===== src/rtl/instruction_loader.sv =====
// instruction_loader: receives a framed byte stream (HEADER, start address,
// length N, N data bytes and, optionally, an XOR checksum byte) and writes
// the data bytes into a 128-byte instruction memory while holding the CPU.
//
// Build option: define INSTRUCTION_LOADER_CHECKSUM_EN to require a trailing
// XOR checksum byte after the data. Without it the frame ends after the last
// data byte and the only error source is an illegal length.
module instruction_loader #(
   parameter int         MEM_DEPTH = 128,
   parameter logic [7:0] HEADER    = 8'hA5
) (
   input  logic       Clock,
   input  logic       Reset,
   input  logic [7:0] InData,
   input  logic       InValid,
   output logic       InReady,
   output logic       WrEn,
   output logic [6:0] WrAddr,
   output logic [7:0] WrData,
   output logic       CpuHold,
   output logic       Done,
   output logic       ErrorFlag
);

   typedef enum logic [2:0] {
      S_IDLE,
      S_ADDR,
      S_LEN,
      S_DATA,
`ifdef INSTRUCTION_LOADER_CHECKSUM_EN
      S_CHK,
`endif
      S_DONE,
      S_ERR
   } state_t;

   // Largest legal length, widened so 8-bit counts above it compare correctly.
   localparam logic [8:0] MAX_LEN = 9'(MEM_DEPTH);

   state_t     state;
   state_t     state_nxt;
   logic [6:0] addr;
   logic [7:0] count;
   logic       accept;
   logic       len_bad;
`ifdef INSTRUCTION_LOADER_CHECKSUM_EN
   logic [7:0] csum;
`endif

   assign InReady = (state != S_DONE) && (state != S_ERR);
   assign accept  = InValid && InReady;
   assign len_bad = (InData == 8'd0) || ({1'b0, InData} > MAX_LEN);
   assign CpuHold = (state != S_IDLE);
   assign Done    = (state == S_DONE);

   // State register; reset abandons any frame in progress.
   always_ff @(posedge Clock) begin
      if (Reset) begin
         state <= S_IDLE;
      end else begin
         state <= state_nxt;
      end
   end

   // Next-state decode: frame parsing advances only on accepted bytes.
   always_comb begin
      state_nxt = state;
      case (state)
         S_IDLE: begin
            if (accept && (InData == HEADER)) state_nxt = S_ADDR;
         end
         S_ADDR: begin
            if (accept) state_nxt = S_LEN;
         end
         S_LEN: begin
            if (accept) state_nxt = len_bad ? S_ERR : S_DATA;
         end
         S_DATA: begin
`ifdef INSTRUCTION_LOADER_CHECKSUM_EN
            if (accept && (count == 8'd1)) state_nxt = S_CHK;
`else
            if (accept && (count == 8'd1)) state_nxt = S_DONE;
`endif
         end
`ifdef INSTRUCTION_LOADER_CHECKSUM_EN
         S_CHK: begin
            if (accept) state_nxt = (InData == csum) ? S_DONE : S_ERR;
         end
`endif
         S_DONE:  state_nxt = S_IDLE;
         S_ERR:   state_nxt = S_IDLE;
         default: state_nxt = S_IDLE;
      endcase
   end

   // Frame datapath: address/count/checksum tracking and the one-cycle write strobe.
   always_ff @(posedge Clock) begin
      if (Reset) begin
         WrEn      <= 1'b0;
         WrAddr    <= 7'd0;
         WrData    <= 8'd0;
         ErrorFlag <= 1'b0;
         addr      <= 7'd0;
         count     <= 8'd0;
`ifdef INSTRUCTION_LOADER_CHECKSUM_EN
         csum      <= 8'd0;
`endif
      end else begin
         WrEn <= 1'b0;
         if (accept) begin
            case (state)
               S_IDLE: begin
                  if (InData == HEADER) begin
                     ErrorFlag <= 1'b0;
`ifdef INSTRUCTION_LOADER_CHECKSUM_EN
                     csum      <= 8'd0;
`endif
                  end
               end
               S_ADDR: addr  <= InData[6:0];
               S_LEN:  count <= InData;
               S_DATA: begin
                  // Stage boundary: accepted byte becomes a registered memory write.
                  WrEn   <= 1'b1;
                  WrAddr <= addr;
                  WrData <= InData;
                  addr   <= addr + 7'd1;
                  count  <= count - 8'd1;
`ifdef INSTRUCTION_LOADER_CHECKSUM_EN
                  csum   <= csum ^ InData;
`endif
               end
               default: ;
            endcase
         end
         // Sticky error: raised on entry to ERR, cleared only by the next header.
         if (state_nxt == S_ERR) ErrorFlag <= 1'b1;
      end
   end

endmodule

===== config.mk =====
export PLATFORM = sky130hd
export DESIGN_NAME = instruction_loader
export DESIGN_NICKNAME = d
export VERILOG_FILES = /design/src/rtl/instruction_loader.sv
export SDC_FILE = /design/constraint.sdc
export NUM_CORES = 1
export LEC_CHECK = 0
export CORE_ASPECT_RATIO = 1.5
export CORE_MARGIN = 2
export CORE_UTILIZATION = 50
export DETAILED_ROUTE_END_ITERATION = 8
export GPL_TIMING_DRIVEN = 1
export PLACE_DENSITY = 0.82
export SLEW_MARGIN = 15
export SYNTH_ARGS = -nofsm -noshare
export SYNTH_HDL_FRONTEND = slang
export SYNTH_SLANG_ARGS = --single-unit

===== constraint.sdc =====
create_clock -name Clock -period 2.1 [get_ports Clock]
set_input_delay 0.315 -clock Clock [delete_from_list [all_inputs] [get_ports Clock]]
set_output_delay 0.315 -clock Clock [all_outputs]
set_load 0.01 [all_outputs]

==> run metrics <==
most common library cells after synthesis=42 x nand2_1, 35 x dfxtp_1, 27 x a21oi_1, 16 x o21ai_0; Sequential Power Share=49.0%; clk_skew=0.003547 ns; Die X=52.28 um; total length of routed wires=4.335 mm; Tmin final=1.960 ns; initial antenna violation count=0; Least-Margin Pin Slew=0.4396 ns; CTS Buf Count=5; total inserted antenna cells=0; busiest grt layer=met2; total area of multi-input combinational cells=952.2 um2; crit path max fanout=15; largest voltage drop on the vdd net=399.0 uV; Yosys top cell by area=dfxtp_1; global-route met3 utilization=5.294%; arrival time of data at the critical path endpoint=1.64 ns; reg-to-reg endpoint=count[6]; Final Hold Vio Count=0; worst setup slack for register-to-register paths=0.45 ns; most used standard cell by instance count after synthesis=nand2_1; clock latency at the later pin of the worst-skew pair=0.29 ns; count of filler cells inserted in the layout=307; worst min path class=reg2reg; total number of H-tree levels=2; Final TNS setup=0 ns; number of flops mapped to enable cells by yosys=0; pin count of the biggest net entering global routing=24; drt first pass iters=4; sequential cell area=700.7 um2; CP Capture Type=output port; crit-path leading delay family=flip-flops; RSZ-0062 raised after global routing=no; Clock power frac=46.5%; static leakage power=0.7117 nW; max-cap violation count=0; synthesized net count=233; internal power consumption=1.074 mW; fraction of final layout cells sized beyond drive strength 1=8.065%; fin. max-slew vios=0; synth unique cells=40; hpwl dp=2.975 mm; logic depth of the worst register-to-register path=5; number of setup violations in the final report=0; share of the cycle needed by the critical path after routing=93.33%; largest stage delay on the critical path=0.59 ns; TritonCTS clock tree=built; total of warnings raised by yosys=0; number of buffers added for setup after CTS=0; post-synthesis average cell area=7.981 um2; largest buffer count on any clock path=2; vias per cell=5.772; number of buffers and inverters on the critical path=1; maximum clock frequency=510.2 MHz; startpoint types=register; top flip-flop cell by instance count after synthesis=dfxtp_1; switching component of the power=0.2799 mW; switching portion of total power=20.68%; remaining global-route overflow=0; overall track demand over capacity in global routing=24.39%; DRC violation total after the first TritonRoute iteration=53; number of cells on the worst hold path=2; Final Net Count=261; worst slew margin relative to its limit=70.65%; area of the die=3995 um2; cells along the critical path=or3_1 -> clkdlybuf4s50_1; global-route wire length before repair=7.355 mm; Mapped Cells=219; met1 Resource Use GR=29.86%; FF+latch count, synth=35; fraction of post-synthesis cell area in the top cell type by area=40.09%; startpoint of the most critical register-to-register path=state[0]; WHS Endpoint=WrData[1]; final estimated routing congestion in global placement=0.8145; relative contribution of combinational cells to total power=4.5%; port buffer count=30; result of the run=finished, final reports clean; Initial Util=51.66%; signed area change from the synthesized netlist to the final layout=25.34%; end-of-flow core utilization=64.76%; Resized cells post-CTS=0; via count of the routed design=1674; Clock Sink Count=35; CTS Hold Bufs=0; slowest cell on the critical path=dfxtp_1; data required time at the worst endpoint=1.78 ns; Detail Route Antenna Nets=0; total power divided by cell area=617.8 nW/um2; sequential-to-total area share from yosys stat=40.09%; via count of the first global-routing pass=1517; share of synthesized registers carrying an async set or reset=0%; DR WL/cell=14.95 um; number of core rows=26; Area contributors post-synth=dfxtp_1 40%, nand2_1 9.0%, a21oi_1 7.7%; number of cells in the design after placement=282; number of non-filler instances in the completed layout=290; core region area=3383 um2; Residual DRC=0; vertical die dimension=76.42 um; cell area after synthesis=1748 um2; Clk pin slew, worst setup/hold paths=0.07 ns; CTS Root Cell=clkbuf_8; met2 track demand over resource in global routing=41.01%; type of the worst setup path=reg2out; Top-Level Pins=31; beginning of the worst hold path=WrData[1]
stage by stage:
step                hold WS, ns  setup slack, ns  cell area [um2]  power, mW
finish                   0.4542           0.1401             2191      1.354
global route             0.4754          0.05601             2191      1.400
CTS                      0.4571           0.1246             2191      1.362
detailed placement       0.4471          0.07245             2073     0.7388
global placement         0.4416           0.1614             2073     0.7385
floorplan                0.4421           0.6493             1748     0.7012
cells in the final DEF (no fill, tap or decap), drive strengths merged, types with 2 or more instances in the layout:
cell type / n
a2111oi: 2
a211oi: 2
a21oi: 27
a31oi: 5
and2: 4
and3: 3
and3b: 4
buf: 7
clkbuf: 6
clkdlybuf4s50: 30
dfxtp: 35
ha: 3
inv: 4
nand2: 42
nand3: 6
nand3b: 4
nand4: 5
nand4b: 2
nor2: 9
nor3: 6
nor3b: 5
nor4: 3
o21ai: 16
o32ai: 2
or3: 2
flip-flops by register name (all words and copies together) (netlist names):
register / flops
addr: 7
count: 8
WrAddr: 7
state: 3
ErrorFlag: 1
WrData: 8
WrEn: 1
layout make-up:
| type | instances | area share (%) |
|---|---|---|
| flip-flops and latches | 35 | 31.98 |
| clock inverters | 2 | 1.599 |
| multi-input cells | 164 | 43.46 |
| clock buffers | 6 | 3.769 |
| well taps | 42 | 2.399 |
| repair buffers | 37 | 16.11 |
| inverters | 4 | 0.6853 |
tightest hold or removal path: cells and delay by family (launching register included):
kind             cells  cell delay, ns
flip-flops           1            0.31
AND/OR/NAND/NOR      1            0.05
AO/OA/AOI/OAI        1            0.05
per-layer routing:
metal	routed length, um	vias up
met5	0	-
met4	74	0
li1	-	834
met3	230	10
met2	2330	51
met1	1701	779
how the worst max path moves through the flow:
stage | cells past startpoint | start | slack, ns | to
CTS | 2 | state[0] | 0.12 | CpuHold
detailed placement | 4 | InValid | 0.07 | count[7]
finish | 2 | state[0] | 0.14 | CpuHold
floorplan | 5 | state[2] | 0.65 | state[0]
global route | 2 | state[0] | 0.06 | CpuHold
global placement | 5 | InValid | 0.16 | state[0]
cell families after synthesis:
logic type | synth area share [%]
xor+xnor | 0.5012
buf+inv | 5.440
simple gates | 30.85
mux | 0.5727
fa+ha+maj | 2.148
flops | 40.09
compound gates | 20.40
power by group through the flow:
stage	sequential [mW]	combinational, mW	clock, mW
2_1_floorplan	0.679	0.0223	0
3_3_place_gp	0.679	0.0594	0
3_5_place_dp	0.679	0.0596	0
4_1_cts	0.664	0.0600	0.639
5_1_grt	0.663	0.0643	0.672
6_report	0.664	0.0607	0.629
Note: power is estimated with default switching activity, not from simulation.
